File: config.mk
export PLATFORM = sky130hd
export DESIGN_NAME = led_bank_driver
export DESIGN_NICKNAME = d
export VERILOG_FILES = /design/src/rtl/led_pkg.sv /design/src/rtl/led_prescaler.sv /design/src/rtl/led_bank_driver.sv
export SDC_FILE = /design/constraint.sdc
export NUM_CORES = 1
export LEC_CHECK = 0
export ABC_AREA = 1
export CORE_ASPECT_RATIO = 1.5
export CORE_UTILIZATION = 64
export DETAILED_ROUTE_END_ITERATION = 16
export GPL_TIMING_DRIVEN = 1
export PLACE_DENSITY = 0.95
export SETUP_SLACK_MARGIN = 0.4
export SYNTH_ARGS = -nofsm -noshare
export SYNTH_HDL_FRONTEND = slang
export SYNTH_SLANG_ARGS = --single-unit
File: constraint.sdc
create_clock -name clk -period 8.74 [get_ports clk]
set_input_delay 2.185 -clock clk [delete_from_list [all_inputs] [get_ports clk]]
set_output_delay 2.185 -clock clk [all_outputs]
set_load 0.05 [all_outputs]
File: src/rtl/led_pkg.sv
// Shared mode encodings and bounce direction type for the LED bank driver.
package led_pkg;

    localparam int MODE_W = 3;

    localparam logic [MODE_W-1:0] LED_OFF    = 3'd0;
    localparam logic [MODE_W-1:0] LED_ON     = 3'd1;
    localparam logic [MODE_W-1:0] LED_CHASE  = 3'd2;
    localparam logic [MODE_W-1:0] LED_BOUNCE = 3'd3;
    localparam logic [MODE_W-1:0] LED_COUNT  = 3'd4;
    localparam logic [MODE_W-1:0] LED_DIM    = 3'd5;

    typedef enum logic {
        DIR_UP   = 1'b0,
        DIR_DOWN = 1'b1
    } dir_t;

endpackage

File: src/rtl/led_prescaler.sv
// Pattern step prescaler: counts 0..STEP_DIV-1 and pulses step_tick on the last count.
// Latency: first tick STEP_DIV cycles after reset release; no backpressure.
module led_prescaler #(
    parameter int STEP_DIV = 1000000
) (
    input  logic clk,
    input  logic reset_n,
    output logic step_tick
);

    localparam int CW = $clog2(STEP_DIV);
    localparam logic [CW-1:0] LAST = CW'(STEP_DIV - 1);

    logic [CW-1:0] cnt;

    always_ff @(posedge clk or negedge reset_n) begin
        if (!reset_n) begin
            cnt <= '0;
        end else if (cnt == LAST) begin
            cnt <= '0;
        end else begin
            cnt <= cnt + 1'b1;
        end
    end

    assign step_tick = (cnt == LAST);

endmodule

File: src/rtl/led_bank_driver.sv
// LED bank pattern driver with valid/ready config applied only on step boundaries.
// Latency: config visible on led the cycle after the next step tick; one config may be pending.
module led_bank_driver
    import led_pkg::*;
#(
    parameter int NUM_LEDS = 16,
    parameter int STEP_DIV = 1000000,
    parameter int PWM_W    = 8
) (
    input  logic                clk,
    input  logic                reset_n,
    input  logic                cfg_valid,
    output logic                cfg_ready,
    input  logic [MODE_W-1:0]   cfg_mode,
    input  logic [PWM_W-1:0]    cfg_duty,
    output logic                step_tick,
    output logic [NUM_LEDS-1:0] led
);

    localparam int POS_W = (NUM_LEDS > 1) ? $clog2(NUM_LEDS) : 1;
    localparam logic [POS_W-1:0] LAST_POS = POS_W'(NUM_LEDS - 1);

    logic                pend;
    logic [MODE_W-1:0]   pend_mode;
    logic [PWM_W-1:0]    pend_duty;
    logic [MODE_W-1:0]   mode,     nxt_mode;
    logic [PWM_W-1:0]    duty,     nxt_duty;
    logic [POS_W-1:0]    pos,      nxt_pos;
    dir_t                dir,      nxt_dir;
    logic [NUM_LEDS-1:0] cnt,      nxt_cnt;
    logic [PWM_W-1:0]    pwm_cnt;
    logic [NUM_LEDS-1:0] led_nxt;
    logic [NUM_LEDS-1:0] onehot;
    logic                apply;
    logic                advance;

    led_prescaler #(
        .STEP_DIV (STEP_DIV)
    ) u_prescaler (
        .clk       (clk),
        .reset_n   (reset_n),
        .step_tick (step_tick)
    );

    assign cfg_ready = ~pend;
    assign apply     = step_tick & pend;
    assign advance   = step_tick & ~pend;

    always_comb begin
        nxt_mode = mode;
        nxt_duty = duty;
        nxt_pos  = pos;
        nxt_dir  = dir;
        nxt_cnt  = cnt;
        if (apply) begin
            nxt_mode = pend_mode;
            nxt_duty = pend_duty;
            nxt_pos  = '0;
            nxt_dir  = DIR_UP;
            nxt_cnt  = '0;
        end else if (advance) begin
            nxt_cnt = cnt + 1'b1;
            case (mode)
                LED_CHASE: nxt_pos = (pos == LAST_POS) ? '0 : pos + 1'b1;
                LED_BOUNCE: begin
                    // A single LED has nowhere to bounce to, so position stays 0.
                    if (NUM_LEDS > 1) begin
                        if (dir == DIR_UP) begin
                            if (pos == LAST_POS) begin
                                nxt_dir = DIR_DOWN;
                                nxt_pos = pos - 1'b1;
                            end else begin
                                nxt_pos = pos + 1'b1;
                            end
                        end else begin
                            if (pos == '0) begin
                                nxt_dir = DIR_UP;
                                nxt_pos = POS_W'(1);
                            end else begin
                                nxt_pos = pos - 1'b1;
                            end
                        end
                    end
                end
                default: ;
            endcase
        end
    end

    // Output is built from next state so a new step shows on led one cycle after its tick.
    always_comb begin
        onehot          = '0;
        onehot[nxt_pos] = 1'b1;
        case (nxt_mode)
            LED_ON:     led_nxt = {NUM_LEDS{1'b1}};
            LED_CHASE:  led_nxt = onehot;
            LED_BOUNCE: led_nxt = onehot;
            LED_COUNT:  led_nxt = nxt_cnt;
            LED_DIM:    led_nxt = {NUM_LEDS{pwm_cnt < nxt_duty}};
            default:    led_nxt = '0;
        endcase
    end

    always_ff @(posedge clk or negedge reset_n) begin
        if (!reset_n) begin
            pend      <= 1'b0;
            pend_mode <= LED_OFF;
            pend_duty <= '0;
            mode      <= LED_OFF;
            duty      <= '0;
            pos       <= '0;
            dir       <= DIR_UP;
            cnt       <= '0;
            pwm_cnt   <= '0;
            led       <= '0;
        end else begin
            pwm_cnt <= pwm_cnt + 1'b1;
            mode    <= nxt_mode;
            duty    <= nxt_duty;
            pos     <= nxt_pos;
            dir     <= nxt_dir;
            cnt     <= nxt_cnt;
            led     <= led_nxt;
            if (apply) begin
                pend <= 1'b0;
            end else if (cfg_valid && !pend) begin
                pend      <= 1'b1;
                pend_mode <= cfg_mode;
                pend_duty <= cfg_duty;
            end
        end
    end

endmodule

==> results of run 1 <==
-- layer usage --
layer / vias to the layer above / share of wire / GRT usage
li1: 2043 / - / -
met5: - / 0 / 0
met2: 173 / 0.53 / 0.548
met1: 1992 / 0.38 / 0.342
met3: 40 / 0.052 / 0.0647
met4: 0 / 0.038 / 0.170
-- per-stage QoR --
step	hold slack [ns]	cell area (um^2)	total power, uW
2_1_floorplan	0.432	4890	428
3_3_place_gp	0.441	5270	443
3_5_place_dp	0.474	5270	445
4_1_cts	0.491	5480	734
5_1_grt	0.498	5480	752
6_report	0.490	5480	728
-- flip-flops by register name, indices dropped and copies added, names as in the netlist --
register / cells
u_prescaler.cnt: 20
cnt: 16
led: 16
duty: 8
pend_duty: 8
pwm_cnt: 8
pos: 4
mode: 3
pend_mode: 3
dir: 1
pend: 1
-- critical path, stage by stage, from the launching register on --
cell             delay, ns
dfrtp_1               0.39
ha_1                  0.24
nand2_2               0.08
nor2_4                0.12
nand2_4               0.10
nor3_4                0.54
clkdlybuf4s50_1       0.92
-- worst paths after layout --
kind                                                end  slack, ns  depth (start not counted)
max                                           step_tick       3.79                          6
min                                pwm_cnt[7]$_DFF_PN0_       0.49                          1
max reg2reg                            led[1]$_DFF_PN0_       5.08                         15
min reg2reg                        pwm_cnt[7]$_DFF_PN0_       0.49                          1
max in group asynchronous              cnt[6]$_DFF_PN0_       6.04                          1
min in group asynchronous  u_prescaler.cnt[9]$_DFF_PN0_       2.01                          1
-- layout by cell type, fill, tap and decap left out, types with 3 or more instances in the layout --
master           Yosys  final
dfrtp_1             88     88
mux2_2               9      9
clkdlybuf4s50_1      0     30
o21ai_0             22     22
clkbuf_8             0     11
nand4_1             11     11
nor3_1              13     13
inv_1               92     92
or2_2                4      4
nor2_4               5      5
a21oi_1             21     21
nand2_2              8      8
nor2_1              77     77
inv_2                6      6
nand2_1            159    159
xor2_1              14     14
nand3_1             50     50
ha_1                12     12
xnor2_1              3      3
o21a_1               3      3
nor2_2               4      4
-- where the power goes --
part	internal [uW]	switching, uW	total (uW)
logic	8.73	10.8	19.6
clock network	148	144	293
registers	413	3.70	416
total	570	159	728
-- synth_stat cells (8+ instances only) --
library cell and instances:
xor2_1 14, ha_1 12, inv_1 92, nand3_1 50, nand4_1 11, o21ai_0 22
nor3_1 13, mux2_2 9, nand2_1 159, dfrtp_1 88, a21oi_1 21, nor2_1 77
nand2_2 8
-- cells by family (layout without fill, tap and decap cells) --
kind of cell    Yosys count  in the layout  share of synthesized area
flops                    88             88                      0.450
compound gates           54             54                     0.0619
xor+xnor                 17             17                     0.0304
simple gates            341            341                      0.319
fa+ha+maj                12             12                     0.0307
mux                       9              9                     0.0207
buf+inv                 106            145                     0.0869
-- layout make-up --
class / instances / area, um^2 / area share
timing repair buffer: 31 / 308 / 0.0562
tap: 100 / 125 / 0.0228
clock inverter: 4 / 52.6 / 0.00960
sequential: 88 / 2200 / 0.402
inverter: 98 / 368 / 0.0672
clock buffer: 12 / 155 / 0.0283
multi-input combinational: 433 / 2270 / 0.414
==> impl_metrics.csv, run 1 <==
group,metric,value,unit
logic_synthesis,async_reset_ff_frac,1.00,
grt,overflow,0,
setup_path,path_max_fanout,14,
grt,grt_max_degree,89,
sta,fmax,202,MHz
outcome,outcome,"complete, no violations",
clock_tree,numCtsBuffers,9,
detailed_routing,dr.pass1.iters,5,
logic_synthesis,synth-edff-count,0,
clock_tree,cts_tree,"built",
sta,setup_slack,3.79,ns
setup_path,required,6.56,ns
clock_tree,path_clk_slew,0.08,ns
cells_and_area,final_cells,766,
logic_synthesis,synthesis.nets,653,
clock_tree,cts_htree_levels,3,
logic_synthesis,ys_top_cells_by_area,"dfrtp_1 (45%), nand2_1 (12%), inv_1 (7.1%)",
logic_synthesis,synth_area_per_cell,7.80,um^2
setup_path,r2r_start,"u_prescaler.cnt[0]$_DFF_PN0_",
setup_path,arrival,2.76,ns
detailed_routing,num_vias,4248,
placed_design,place.gp.congestion,0.914,
placed_design,dpl.cell_count,750,
cells_and_area,areaGrowthSynthToFinish,11.9,%
sta,fin_crit_sh,0.566,
grt,grt_pass1_wl,18600,um
floorplanning,die_w,73.4,um
placed_design,dp_slack,4.19,ns
clock_tree,cts_hold_buffers,0,
hold_path,worstHoldStart,"pwm_cnt[7]$_DFF_PN0_",
setup_path,startpoint,"u_prescaler.cnt[0]$_DFF_PN0_",
floorplanning,start_util,0.668,
clock_tree,clk_path_buf_depth,2,
floorplanning,design.die.area,0.00801,mm^2
floorplanning,coreArea,0.00732,mm^2
logic_synthesis,ys_warn_count,0,
clock_tree,cts_setup_buffers,0,
detailed_routing,wl,11200,um
clock_tree,cts_resized,0,
floorplanning,die_y,109,um
logic_synthesis,yosysSeqAreaShare,0.450,
clock_tree,clk_latency,0.37,ns
grt,grt_antenna_before_repair,0,
placed_design,portBuffers,31,
setup_path,crit_type,"reg2out",
placed_design,dp_hpwl,8280,um
logic_synthesis,yosys.cell_types.count,38,
cells_and_area,finish.net_count,687,
detailed_routing,drt-vias-per-instance,5.55,
detailed_routing,drtAntennaViolNets,0,
grt,grt_usage,0.310,
logic_synthesis,yosys.area.top_type_share,0.450,
sta,drv_slew,0,
pwr,power_leakage,0.00294,uW
logic_synthesis,ys.flop_type,"dfrtp_1",
hold_path,worst_hold_path_type,"reg2reg",
logic_synthesis,netlist_instances,627,
detailed_routing,drtIter0Drc,398,
floorplanning,std_cell_rows,38,
logic_synthesis,synth_top_cell_by_area,"dfrtp_1",
clock_tree,cts.sinks,88,
cells_and_area,diodes,0,
setup_path,critPathCaptureType,"output pin",
sta,fin_tns_setup,0,ns
pwr,peakVddDrop,159,uV
grt,grt_pass1_vias,4146,
cells_and_area,fill_cells,545,
sta,relSlewSlack,0.280,
sta,worst_slew_pin_slew,1.08,ns
sta,finalSetupViolCount,0,
flow_run,cap_violations,0,
cells_and_area,drive_above_1_share,0.0916,
logic_synthesis,mappedNetlistArea,0.00489,mm^2
sta,timing.final.crit_period,4.95,ns
sta,fin_skew,0.0121,ns
detailed_routing,routedWlPerCell,14.6,um
sta,rsz0062_at_grt,"no",
detailed_routing,route.detailed.drc,0,
logic_synthesis,synth.ff_latch_count,88,
clock_tree,cts-root-buf,"clkbuf_8",
pwr,p_per_area,133,mW/mm^2
setup_path,cp-start-kind,"register",
cells_and_area,final_core_util,0.748,
sta,finalHoldViolCount,0,
floorplanning,top_level_ports,32,
(Power assumes the default switching activity.)
==> run 2: changes to the inputs <==
--- a/config.mk
+++ b/config.mk
@@ -7,10 +7,10 @@
 export LEC_CHECK = 0
 export ABC_AREA = 1
 export CORE_ASPECT_RATIO = 1.5
-export CORE_UTILIZATION = 64
+export CORE_UTILIZATION = 59
 export DETAILED_ROUTE_END_ITERATION = 16
 export GPL_TIMING_DRIVEN = 1
-export PLACE_DENSITY = 0.95
+export PLACE_DENSITY = 0.92
 export SETUP_SLACK_MARGIN = 0.4
 export SYNTH_ARGS = -nofsm -noshare
 export SYNTH_HDL_FRONTEND = slang
==> constraint.sdc (replaced) <==
create_clock -name clk -period 4.9 [get_ports clk]
set_input_delay 1.225 -clock clk [delete_from_list [all_inputs] [get_ports clk]]
set_output_delay 1.225 -clock clk [all_outputs]
set_load 0.05 [all_outputs]
==> run 2 against run 1 <==
Against the previous run: register-to-register slack worse by 3.6 ns; wire length is 1.8% higher; count of clock-buffer cells in the layout decreased by 2; critical path type unchanged; combinational power up 84%; first-iteration DRC count fell by 26%; die area is 8.3% higher; largest power group unchanged; via count up 1.2%; sequential power is 79% higher.
==> impl_metrics.csv, run 2 (synthesized netlist as in run 1, its figures left out) <==
group,metric,value,unit
sta,fin_crit_sh,0.802,
grt,use_met2,0.506,
placed_design,place.gp.congestion,0.940,
sta,finalHoldViolCount,0,
setup_path,critPathCaptureType,"output pin",
cells_and_area,reg_top3,"u_prescaler.cnt (20), cnt (16), led (16)",
hold_path,worst_hold_path_type,"reg2reg",
clock_tree,cts_resized,0,
grt,grt_max_degree,48,
hold_path,worstHoldStart,"u_prescaler.cnt[0]$_DFF_PN0_",
grt,grt_antenna_before_repair,0,
placed_design,dp_hpwl,8270,um
detailed_routing,route.detailed.drc,0,
setup_path,required,3.67,ns
sta,fin_skew,0.0113,ns
sta,timing.hold.ws,0.471,ns
grt,grt_usage,0.279,
floorplanning,design.die.area,0.00867,mm^2
sta,drv_slew,0,
sta,setup_slack,0.972,ns
grt,grt_pass1_vias,4204,
setup_path,path_max_fanout,14,
clock_tree,numCtsBuffers,9,
sta,timing.final.crit_period,3.93,ns
clock_tree,clk_path_buf_depth,2,
cells_and_area,layout_common_cells,"nand2_1 (159), inv_1 (92), dfrtp_1 (88), nor2_1 (77), nand3_1 (50)",
clock_tree,cts_hold_buffers,0,
setup_path,r2r_end,"led[11]$_DFF_PN0_",
placed_design,dp_slack,1.36,ns
grt,grt_pass1_wl,18600,um
floorplanning,top_level_ports,32,
sta,fin_tns_setup,0,ns
floorplanning,die_w,76.4,um
setup_path,critical_path.slowest_cell,"clkdlybuf4s50_1",
detailed_routing,routedWlPerCell,14.7,um
pwr,p_per_area,266,mW/mm^2
cells_and_area,final_common_cell,"nand2_1",
cells_and_area,diodes,0,
hold_path,min_delay_worst_endpoint,"u_prescaler.cnt[0]$_DFF_PN0_",
flow_run,cap_violations,0,
floorplanning,coreArea,0.00801,mm^2
cells_and_area,drive_above_1_share,0.0945,
floorplanning,start_util,0.611,
cells_and_area,areaGrowthSynthToFinish,14.2,%
sta,relSlewSlack,0.587,
clock_tree,cts_htree_levels,3,
detailed_routing,wl,11400,um
cells_and_area,largest_register_ffs,20,
setup_path,crit_path_cell_trace,"ha_1 > nand2_2 > nor2_4 > nand2_4 > nor3_4 > clkdlybuf4s50_1",
detailed_routing,num_vias,4297,
pwr,power_leakage,0.00299,uW
floorplanning,std_cell_rows,40,
sta,worst_slew_pin_slew,0.611,ns
detailed_routing,drtIter0Drc,296,
setup_path,cp-start-kind,"register",
placed_design,portBuffers,31,
setup_path,cpPeakStageDelay,0.92,ns
sta,rsz0062_at_grt,"no",
outcome,outcome,"complete, no violations",
clock_tree,cts_tree,"built",
clock_tree,cts_setup_buffers,0,
cells_and_area,finish.net_count,688,
setup_path,ff2ff_setup_slack,1.46,ns
detailed_routing,drt-vias-per-instance,5.57,
detailed_routing,dr.pass1.iters,7,
cells_and_area,largest_register,"u_prescaler.cnt",
grt,overflow,0,
clock_tree,path_clk_slew,0.06,ns
sta,fmax,255,MHz
grt,grt-busiest-layer,"met2",
grt,use_met3,0.0512,
clock_tree,cts-root-buf,"clkbuf_16",
setup_path,reg2regPathDepth,15,
grt,grt_use_met1,0.297,
clock_tree,clk_latency,0.35,ns
sta,finalSetupViolCount,0,
clock_tree,cts.sinks,88,
hold_path,hold_depth,1,
pwr,peakVddDrop,255,uV
setup_path,crit_type,"reg2out",
setup_path,r2r_start,"u_prescaler.cnt[0]$_DFF_PN0_",
floorplanning,die_y,114,um
detailed_routing,drtAntennaViolNets,0,
setup_path,arrival,2.70,ns
run 2: area by class of cell:
cell class / instances / area, um^2
Clock buffer: 10 / 239
Clock inverter: 6 / 68.8
Fill cell: 623 / 2420
Inverter: 98 / 368
Multi-Input combinational cell: 433 / 2270
Sequential cell: 88 / 2200
Tap cell: 105 / 131
Timing Repair Buffer: 32 / 315
run 2: how the worst max path moves through the flow:
stage,start,to,cells past startpoint,slack (ns)
2_1_floorplan,u_prescaler.cnt[0]$_DFF_PN0_,led[0]$_DFF_PN0_,17,2.02
3_3_place_gp,u_prescaler.cnt[0]$_DFF_PN0_,step_tick,6,1.41
3_5_place_dp,u_prescaler.cnt[0]$_DFF_PN0_,step_tick,6,1.36
4_1_cts,u_prescaler.cnt[0]$_DFF_PN0_,step_tick,6,0.98
5_1_grt,u_prescaler.cnt[0]$_DFF_PN0_,step_tick,6,0.85
6_report,u_prescaler.cnt[0]$_DFF_PN0_,step_tick,6,0.97
run 2: per-stage QoR:
step	instances	power, uW	utilization	area, um^2
after floorplan	627	764	-	4890
after global placement	756	792	0.660	5280
after detailed placement	756	794	0.660	5280
after CTS	772	1490	0.698	5590
after global routing	772	1520	0.698	5590
final	772	1490	0.698	5590
run 2: per-layer routing:
metal	wire [um]	share of wire
met1	4330	0.38
met2	5980	0.53
met3	513	0.045
met4	540	0.047
met5	0	0
run 2: critical path: cells and delay by family (launching register included):
kind | cells | cell delay [ns]
buffers and inverters | 1 | 0.92
and+or+nand+nor | 4 | 0.84
DFF | 1 | 0.37
adders and majority gates | 1 | 0.22
run 2: power breakdown:
group          internal (uW)  total, uW  switching [uW]
registers                737        744            6.87
logic                   16.2       36.1            19.9
clock network            411        709             298
